[config.mk]
export PLATFORM = sky130hd
export DESIGN_NAME = dram_req_scheduler
export DESIGN_NICKNAME = d
export VERILOG_FILES = /design/src/rtl/dram_sched_pkg.sv /design/src/rtl/dram_rr_arbiter.sv /design/src/rtl/dram_req_scheduler.sv
export SDC_FILE = /design/constraint.sdc
export NUM_CORES = 1
export LEC_CHECK = 0
export BUFFER_PORTS_ARGS = -buffer_cell sky130_fd_sc_hd__buf_4
export CAP_MARGIN = 0
export CORE_ASPECT_RATIO = 0.8
export CORE_UTILIZATION = 54
export CTS_BUF_LIST = sky130_fd_sc_hd__clkbuf_16
export DETAILED_ROUTE_END_ITERATION = 10
export GPL_ROUTABILITY_DRIVEN = 0
export PLACE_DENSITY = 0.86
export SYNTH_ARGS = -nofsm -noshare
export SYNTH_HDL_FRONTEND = slang
export SYNTH_HIERARCHICAL = 1
export SYNTH_SLANG_ARGS = --single-unit
[constraint.sdc]
create_clock -name clk_i -period 7.6 [get_ports clk_i]
set_clock_uncertainty 0.05 [all_clocks]
set_input_delay 1.14 -clock clk_i [delete_from_list [all_inputs] [get_ports clk_i]]
set_output_delay 1.14 -clock clk_i [all_outputs]
set_load 0.005 [all_outputs]
[src/rtl/dram_sched_pkg.sv]
// dram_sched_pkg: shared FSM states, address field positions and DRAM pin idle values
package dram_sched_pkg;
   typedef enum logic [2:0] {S_IDLE, S_PRE, S_ACT, S_RD, S_WR, S_RSP} state_e;
   localparam int ROW_MSB = 22;
   localparam int ROW_LSB = 12;
   localparam int COL_MSB = 11;
   localparam int COL_LSB = 2;
   localparam int ROW_W = ROW_MSB - ROW_LSB + 1;
   localparam int COL_W = COL_MSB - COL_LSB + 1;
   localparam logic PIN_STROBE_IDLE = 1'b1;
   localparam logic [3:0] PIN_WEN_IDLE = 4'hf;
   function automatic logic [ROW_W-1:0] row_of(input logic [31:0] addr);
      return ROW_W'(addr >> ROW_LSB);
   endfunction
   function automatic logic [COL_W-1:0] col_of(input logic [31:0] addr);
      return COL_W'(addr >> COL_LSB);
   endfunction
endpackage

[src/rtl/dram_rr_arbiter.sv]
// dram_rr_arbiter: two-way round-robin grant; the pointer names the port preferred on a tie
module dram_rr_arbiter (
   input  logic       clk_i,
   input  logic       rst_ni,
   input  logic       en_i,
   input  logic [1:0] valid_i,
   output logic [1:0] gnt_o,
   output logic       idx_o
);
   logic ptr_q, ptr_d;
   always_comb begin
      idx_o = valid_i[1] && (!valid_i[0] || ptr_q);
      gnt_o = en_i && |valid_i ? (idx_o ? 2'b10 : 2'b01) : 2'b00;
      ptr_d = |gnt_o ? !idx_o : ptr_q;
   end
   always_ff @(posedge clk_i or negedge rst_ni)
      if (!rst_ni) ptr_q <= 1'b0;
      else ptr_q <= ptr_d;
endmodule

[src/rtl/dram_req_scheduler.sv]
// dram_req_scheduler: two-port DRAM scheduler with open-page policy and fixed-timing
// ACT/RD/WR/PRE sequencing; pins are registered from the next-state decode.
module dram_req_scheduler
   import dram_sched_pkg::*;
#(
   parameter int T_RCD      = 5,
   parameter int T_WR       = 5,
   parameter int T_RP       = 5,
   parameter int IDLE_CLOSE = 16
) (
   input  logic             clk_i,
   input  logic             rst_ni,
   input  logic [1:0]       req_valid_i,
   input  logic [1:0]       req_write_i,
   input  logic [1:0][31:0] req_addr_i,
   input  logic [1:0][3:0]  req_wstrb_i,
   input  logic [1:0][31:0] req_wdata_i,
   output logic [1:0]       req_ready_o,
   output logic [1:0]       rsp_valid_o,
   output logic [31:0]      rsp_rdata_o,
   output logic             dram_csn_o,
   output logic             dram_rasn_o,
   output logic             dram_casn_o,
   output logic [3:0]       dram_wen_o,
   output logic [10:0]      dram_a_o,
   output logic [31:0]      dram_d_o,
   input  logic             dram_valid_i,
   input  logic [31:0]      dram_q_i
);
   state_e state_q, state_d;
   logic [4:0] cnt_q, cnt_d, idle_q, idle_d;
   logic row_open_q, row_open_d, pend_q, pend_d, wr_q, wr_d, g_q, g_d, gidx, first;
   logic [ROW_W-1:0] open_row_q, open_row_d;
   logic [31:0] addr_q, addr_d, wdata_q, wdata_d, rdata_q, rdata_d, d_q, d_d;
   logic [3:0] wstrb_q, wstrb_d, wen_q, wen_d;
   logic [1:0] rsp_q, rsp_d;
   logic csn_q, rasn_q, rasn_d, casn_q, casn_d;
   logic [10:0] a_q, a_d;

   dram_rr_arbiter u_arb (
      .clk_i   (clk_i),
      .rst_ni  (rst_ni),
      .en_i    (state_q == S_IDLE),
      .valid_i (req_valid_i),
      .gnt_o   (req_ready_o),
      .idx_o   (gidx)
   );

   always_comb begin
      state_d = state_q;
      row_open_d = row_open_q;
      open_row_d = open_row_q;
      pend_d = pend_q;
      wr_d = wr_q;
      addr_d = addr_q;
      wstrb_d = wstrb_q;
      wdata_d = wdata_q;
      g_d = g_q;
      rdata_d = rdata_q;
      idle_d = '0;
      unique case (state_q)
         S_IDLE:
            if (|req_valid_i) begin
               wr_d = req_write_i[gidx];
               addr_d = req_addr_i[gidx];
               wstrb_d = req_wstrb_i[gidx];
               wdata_d = req_wdata_i[gidx];
               g_d = gidx;
               pend_d = 1'b1;
               state_d = !row_open_q ? S_ACT :
                         row_of(req_addr_i[gidx]) != open_row_q ? S_PRE :
                         req_write_i[gidx] ? S_WR : S_RD;
            end else if (row_open_q) begin
               idle_d = idle_q + 5'd1;
               if (idle_q == 5'(IDLE_CLOSE - 1)) state_d = S_PRE;
            end
         S_PRE:
            if (cnt_q == 5'(T_RP - 1)) begin
               row_open_d = 1'b0;
               state_d = pend_q ? S_ACT : S_IDLE;
            end
         S_ACT:
            if (cnt_q == 5'(T_RCD - 1)) begin
               row_open_d = 1'b1;
               open_row_d = row_of(addr_q);
               state_d = wr_q ? S_WR : S_RD;
            end
         S_RD:
            if (dram_valid_i) begin
               rdata_d = dram_q_i;
               state_d = S_RSP;
            end
         S_WR: if (cnt_q == 5'(T_WR - 1)) state_d = S_RSP;
         S_RSP: begin
            pend_d = 1'b0;
            state_d = S_IDLE;
         end
      endcase
      // every command is issued on the first cycle of its state
      first = state_d != state_q;
      cnt_d = first ? '0 : &cnt_q ? cnt_q : cnt_q + 5'd1;
      rasn_d = !(first && (state_d == S_PRE || state_d == S_ACT));
      casn_d = !(first && (state_d == S_RD || state_d == S_WR));
      wen_d = first && state_d == S_PRE ? 4'h0 : first && state_d == S_WR ? wstrb_d : PIN_WEN_IDLE;
      a_d = first && state_d == S_PRE ? open_row_q : !casn_d ? {1'b0, col_of(addr_d)} : row_of(addr_d);
      d_d = first && state_d == S_WR ? wdata_d : '0;
      rsp_d = state_d == S_RSP ? (g_d ? 2'b10 : 2'b01) : 2'b00;
   end

   always_ff @(posedge clk_i or negedge rst_ni)
      if (!rst_ni) begin
         state_q <= S_IDLE;
         cnt_q <= '0;
         idle_q <= '0;
         row_open_q <= 1'b0;
         open_row_q <= '0;
         pend_q <= 1'b0;
         wr_q <= 1'b0;
         addr_q <= '0;
         wstrb_q <= PIN_WEN_IDLE;
         wdata_q <= '0;
         g_q <= 1'b0;
         rdata_q <= '0;
         rsp_q <= '0;
         csn_q <= 1'b1;
         rasn_q <= PIN_STROBE_IDLE;
         casn_q <= PIN_STROBE_IDLE;
         wen_q <= PIN_WEN_IDLE;
         a_q <= '0;
         d_q <= '0;
      end else begin
         state_q <= state_d;
         cnt_q <= cnt_d;
         idle_q <= idle_d;
         row_open_q <= row_open_d;
         open_row_q <= open_row_d;
         pend_q <= pend_d;
         wr_q <= wr_d;
         addr_q <= addr_d;
         wstrb_q <= wstrb_d;
         wdata_q <= wdata_d;
         g_q <= g_d;
         rdata_q <= rdata_d;
         rsp_q <= rsp_d;
         csn_q <= 1'b0;
         rasn_q <= rasn_d;
         casn_q <= casn_d;
         wen_q <= wen_d;
         a_q <= a_d;
         d_q <= d_d;
      end

   assign rsp_valid_o = rsp_q;
   assign rsp_rdata_o = rdata_q;
   assign dram_csn_o = csn_q;
   assign dram_rasn_o = rasn_q;
   assign dram_casn_o = casn_q;
   assign dram_wen_o = wen_q;
   assign dram_a_o = a_q;
   assign dram_d_o = d_q;
endmodule

# Word-level counts from Yosys, hierarchy flattened
# Index checks and enable logic that the tools add are counted.
# word_totals
in_bits,175
regBits,172
word_cells,114
# op_classes
n_reduce_logical,24
add_sub_neg,2
eq_ne,18
n_lt_le_gt_ge,1
mux,48
# ops
cell,n
$mux 32,5
$mux 23,4
$mux 3,11
$mux 5,5
$mux 4,6
$mux 11,2
$pmux 3 s6,1
$eq 3x2->1 const B,4
$eq 3x3->1 const B,4
$ne 11x11->1,1
$add 5x1->5 const B,2
$mux 2,5
$ne 2x2->1 const B,4
$reduce_and 2->1,4
$mux 1,7
$eq 3x1->1 const B,2
$logic_and 1x1->1,6
$eq 5x3->1 const B,1
$eq 5x4->1 const B,1
$reduce_and 5->1,1
$logic_not 1->1,4
$pmux 1 s2,2
$reduce_bool 2->1,2
$reduce_or 2->1,2
other kinds (5),7

# Depth between registers and ports, before layout
# logic_depth
ltp_word,15
ltp_mapped,15
ltp_nobuf,11

# Hierarchy
# Netlist, hierarchy kept.
# by_module_without_submodules
mod,n_inst,cells_per_inst,area_each_um2
dram_req_scheduler,1,631,7345.8
dram_rr_arbiter,1,8,63.8

# Worst setup path after synthesis
# OpenSTA, ideal clock, no wires.
# synth_path
path_kind,input to register
from,input req_valid_i[0]
to,"register a_q[2], in the netlist dram_a_o[2]"
arrival_time_ns,3.463
cell_stages,14
slack_ns,3.955
path_buffers,4
required_ns,7.418
cell_sequence,nand2b_1 > and2_1 > buf_6 > buf_6 > mux2i_2 > xnor2_1 > nor4_2 > nand3_2 > o21a_1 > buf_6 > a2111oi_4 > or2_2 > buf_6 > o211ai_2
# synth_via
elab_chain_len,15
word_cells_on_any_way,25
# synth_rtl
item,line,text
from (decl),dram_req_scheduler.sv:13,"input logic [1:0] req_valid_i,"
$logic_not 1->1 *,dram_rr_arbiter.sv:12,idx_o = valid_i[1] && (!valid_i[0] || ptr_q);
$logic_or 1x1->1 *,dram_rr_arbiter.sv:12,
$logic_and 1x1->1 *,dram_rr_arbiter.sv:12,
net gidx,dram_req_scheduler.sv:32,"logic row_open_q, row_open_d, pend_q, pend_d, wr_q, wr_d, g_q, g_d, gidx, first;"
$mux 23 (implied by the code) / $mux 1 (equally long branches) (2 in series),"dram_req_scheduler.sv:71, dram_req_scheduler.sv:72",
$ne 11x11->1 / $mux 3 (equally long branches),"dram_req_scheduler.sv:71, dram_req_scheduler.sv:72",
$mux 3 *,dram_req_scheduler.sv:71,row_of(req_addr_i[gidx]) != open_row_q ? S_PRE :
$mux 3 *,dram_req_scheduler.sv:70,state_d = !row_open_q ? S_ACT :
$mux 3 *,dram_req_scheduler.sv:63,if (|req_valid_i) begin
$pmux 3 s6 *,dram_req_scheduler.sv:61,unique case (state_q)
net state_d[0],dram_req_scheduler.sv:30,"state_e state_q, state_d;"
$eq 3x2->1 / $eq 3x3->1 (equally long branches),dram_req_scheduler.sv:103,casn_d = !(first && (state_d == S_RD || state_d == S_WR));
$logic_or 1x1->1,dram_req_scheduler.sv:103,
$logic_and 1x1->1,dram_req_scheduler.sv:103,
$mux 11,dram_req_scheduler.sv:105,"a_d = first && state_d == S_PRE ? open_row_q : !casn_d ? {1'b0, col_of(addr_d)} : row_of(addr_d);"
$mux 11 *,dram_req_scheduler.sv:105,
net a_d[2],dram_req_scheduler.sv:38,"logic [10:0] a_q, a_d;"
to (signal assigned),dram_req_scheduler.sv:129,a_q <= '0;
to (signal assigned),dram_req_scheduler.sv:149,a_q <= a_d;
to (decl),dram_req_scheduler.sv:38,
# The timed path passes the listed nets; every way through them passes the cells marked *. The select of a mux whose other input is x is not followed.
# A chain may end at the register's enable or synchronous reset.

# Final worst setup path
# layout_path
from,input req_valid_i[0]
to,"register a_q[0], in the netlist dram_a_o[0]"
# layout_via
elab_chain_len,15
word_cells_on_any_way,25
# layout_rtl
item,line
$logic_not 1->1 *,dram_rr_arbiter.sv:12
$logic_or 1x1->1 *,dram_rr_arbiter.sv:12
$logic_and 1x1->1 *,dram_rr_arbiter.sv:12
net gidx,dram_req_scheduler.sv:32
$mux 23 (implied by the code) / $mux 1 (equally long branches) (2 in series),"dram_req_scheduler.sv:65, dram_req_scheduler.sv:71, dram_req_scheduler.sv:72"
$ne 11x11->1 / $mux 3 (equally long branches),"dram_req_scheduler.sv:71, dram_req_scheduler.sv:72"
$mux 3,dram_req_scheduler.sv:71
$mux 3,dram_req_scheduler.sv:70
$mux 3,dram_req_scheduler.sv:63
$pmux 3 s6,dram_req_scheduler.sv:61
$eq 3x2->1 / $eq 3x3->1 (equally long branches),dram_req_scheduler.sv:103
$logic_or 1x1->1,dram_req_scheduler.sv:103
$logic_and 1x1->1,dram_req_scheduler.sv:103
$mux 11,dram_req_scheduler.sv:105
$mux 11 *,dram_req_scheduler.sv:105
net a_d[0],dram_req_scheduler.sv:38
# Marks and branches as above.

==> reports/metrics.cfg <==
[finish]
drive_gt1_frac=0.395
n_fill_cell=832
layout_commonest_cell=buf_4
antenna_cells=0
layout_common_cells=buf_4, dfrtp_1, nand2_1, o21ai_0, mux2i_1
syn_to_final_growth_pct=34.0
nets=1043

[logic_synthesis]
synth_fp_nets=819
syn_avg_cell_area_sq_um=11.6
ys_seq_elements=170
synth_cells=639
synth_cell_types=49
ys_dominant_reg_cell=dfrtp_1
seq_area_frac_synth=0.576
synth_edf_count=0
async_flop_share=1.00
synth-warning-count=6
netlist_area_sq_mm=0.00741

[critical_path]
startpoint_type=input pin
startpoint=req_valid_i[0]
regToRegEndpoint=dram_a_o[0]
worst-path-max-fanout=35
reg2reg_slack_ps=3040
crit_path_end=dram_a_o[0]
crit_required_ps=7840
critPathKind=input pin to flip-flop
arrival_ps=5230
r2r-start=u_arb/ptr_q
r2r_cells=10
critPathCaptureType=flip-flop

[global_routing]
grt_pass1_vias=5835
grt_pass1_wl_mm=28.6
overflow=0
antenna_found_initial=0
grt.total_usage=0.263
grt_max_degree=94

[die]
dieArea_sq_mm=0.0142
core_sq_mm=0.0131
die_h_um=107
die-width_um=133
initial_utilization=0.566
ios=261
core.rowCount=37

[clock_network]
ctsHtreeMaxLevel=4
postCtsSetupBuffers=0
cts_root_buf=clkbuf_16
clk_pin_slew_ps=60
ctsHoldBuffers=0
clk-insertion-delay-late_ps=430
clock-sinks=170
cts_buffers=17
cts_tree=done
cts_resized=0
cts_buffer_depth=2

[placed_design]
io_buffers=238
dp_hpwl_mm=12.3

[worst_hold_path]
hp-class=flip-flop to flip-flop

[timing]
timing.final.crit_share=0.656
final.setup.tns_ps=0
timing.hold.ws_ps=431
slew_violations=0
rsz0062_at_grt=false
max-slew-margin-rel=0.197
fmax_ghz=0.201
min_period_ps=4990
hold_viol=0
setup_viol=0
tightest_slew_ps=1200

[route]
drtIter0Drc=292
drtAntennaViolNets=0
vias=5610
first_pass_iters=5
vias_per_cell=5.34
wirelength_mm=17.8
drc=0
routedWlPerCell_um=17.0

[run_status]
status=finished clean

[power]
p_per_area_mw_per_mm2=377
vdd_drop_max_uv=237
fin_total_pwr_mw=3.75
p_leak_nw=4.89

[flow_run]
drv_cap=0

## how the worst min path moves through the flow
| stage | startpoint | end | slack [ps] | cells past startpoint |
|---|---|---|---|---|
| floorplan | idle_q[0] | idle_q[0] | 380 | 1 |
| global placement | idle_q[0] | idle_q[0] | 390 | 1 |
| detailed placement | wdata_q[15] | wdata_q[15] | 420 | 2 |
| CTS | wdata_q[25] | wdata_q[25] | 430 | 2 |
| global route | idle_q[0] | idle_q[0] | 450 | 1 |
| finish | wdata_q[25] | wdata_q[25] | 430 | 2 |
## layer usage
metal	routed length [um]	vias up	track usage
met3	1460	31	0.0742
met5	0	-	0
met1	7150	2703	0.313
met2	8900	252	0.455
met4	325	0	0.0961
li1	-	2624	-
## cells in the mapped netlist (2+ instances only)
master	n	area, sq um
dfrtp_1	159	3980
nand2_1	79	297
o21ai_0	69	345
mux2i_1	58	581
mux2_2	44	495
and2_1	33	206
nor2_1	29	109
clkbuf_1	27	101
xnor2_1	16	140
nand2b_1	12	75.1
dfstp_2	11	289
nand3_1	10	50.1
a21oi_1	8	40.0
o211ai_2	8	100
inv_1	7	26.3
buf_1	6	22.5
ha_1	5	62.6
and3_1	4	25.0
buf_6	4	45.0
xor2_1	4	35.0
a211o_1	3	26.3
a31oi_1	3	18.8
nand3b_1	3	22.5
nor2b_1	3	18.8
nor3_1	3	15.0
a22oi_1	2	15.0
buf_2	2	10.0
nand4b_1	2	17.5
nor4_2	2	25.0
o211ai_1	2	15.0
o21a_1	2	15.0
o21ai_1	2	10.0
## flip-flops by register name, summed over array words and instances (netlist names), 2 cells and up
register / flops
addr_q: 21
cnt_q: 5
dram_a_o: 11
dram_d_o: 32
dram_wen_o: 4
idle_q: 5
open_row_q: 11
rsp_rdata_o: 32
rsp_valid_o: 2
state_q: 3
wdata_q: 32
wstrb_q: 4
## worst max-delay path: stages
cell and delay, ps:
buf_4 140, nand2b_1 90, and2_4 540, mux2i_1 430, xnor2_1 130, nor4_1 430
nand3_2 220, o21a_1 370, a2111oi_4 1050, or2_2 500, o211ai_1 150
## final cells by class
type                    count  area, sq um  area share
flip-flops and latches    170         4270       0.430
multi-input cells         423         2950       0.297
repair buffers            244         1840       0.185
clock buffers              17          425      0.0428
well taps                 175          219      0.0221
clock inverters            15          205      0.0207
inverters                   7         26.3     0.00265
## cells by family after synthesis
| logic type | Yosys count | share of synthesized area |
|---|---|---|
| xor gates and xnor gates | 20 | 0.0236 |
| other | 1 | 0.000506 |
| muxes | 103 | 0.147 |
| and+or+nand+nor | 187 | 0.124 |
| DFF | 170 | 0.576 |
| AOI/OAI and AO/OA | 107 | 0.0924 |
| adders and majority gates | 5 | 0.00844 |
| buffers and inverters | 46 | 0.0277 |
## through the flow
stage               cells   util  worst slack [ps]  cell area (sq um)
detailed placement   1019  0.710              2220               9300
CTS                  1051  0.758              2620               9930
global placement     1019  0.710              2300               9300
floorplan             639      -              3960               7410
global route         1051  0.758              2260               9930
finish               1051  0.758              2610               9930
## where the power goes
group          internal, mW  switching (mW)  total, mW
sequential             1.25           0.175       1.43
clock                 0.578           0.347      0.924
combinational         0.658           0.740       1.40
total                  2.49            1.26       3.75
No activity file was read; power rests on OpenSTA's default activity.
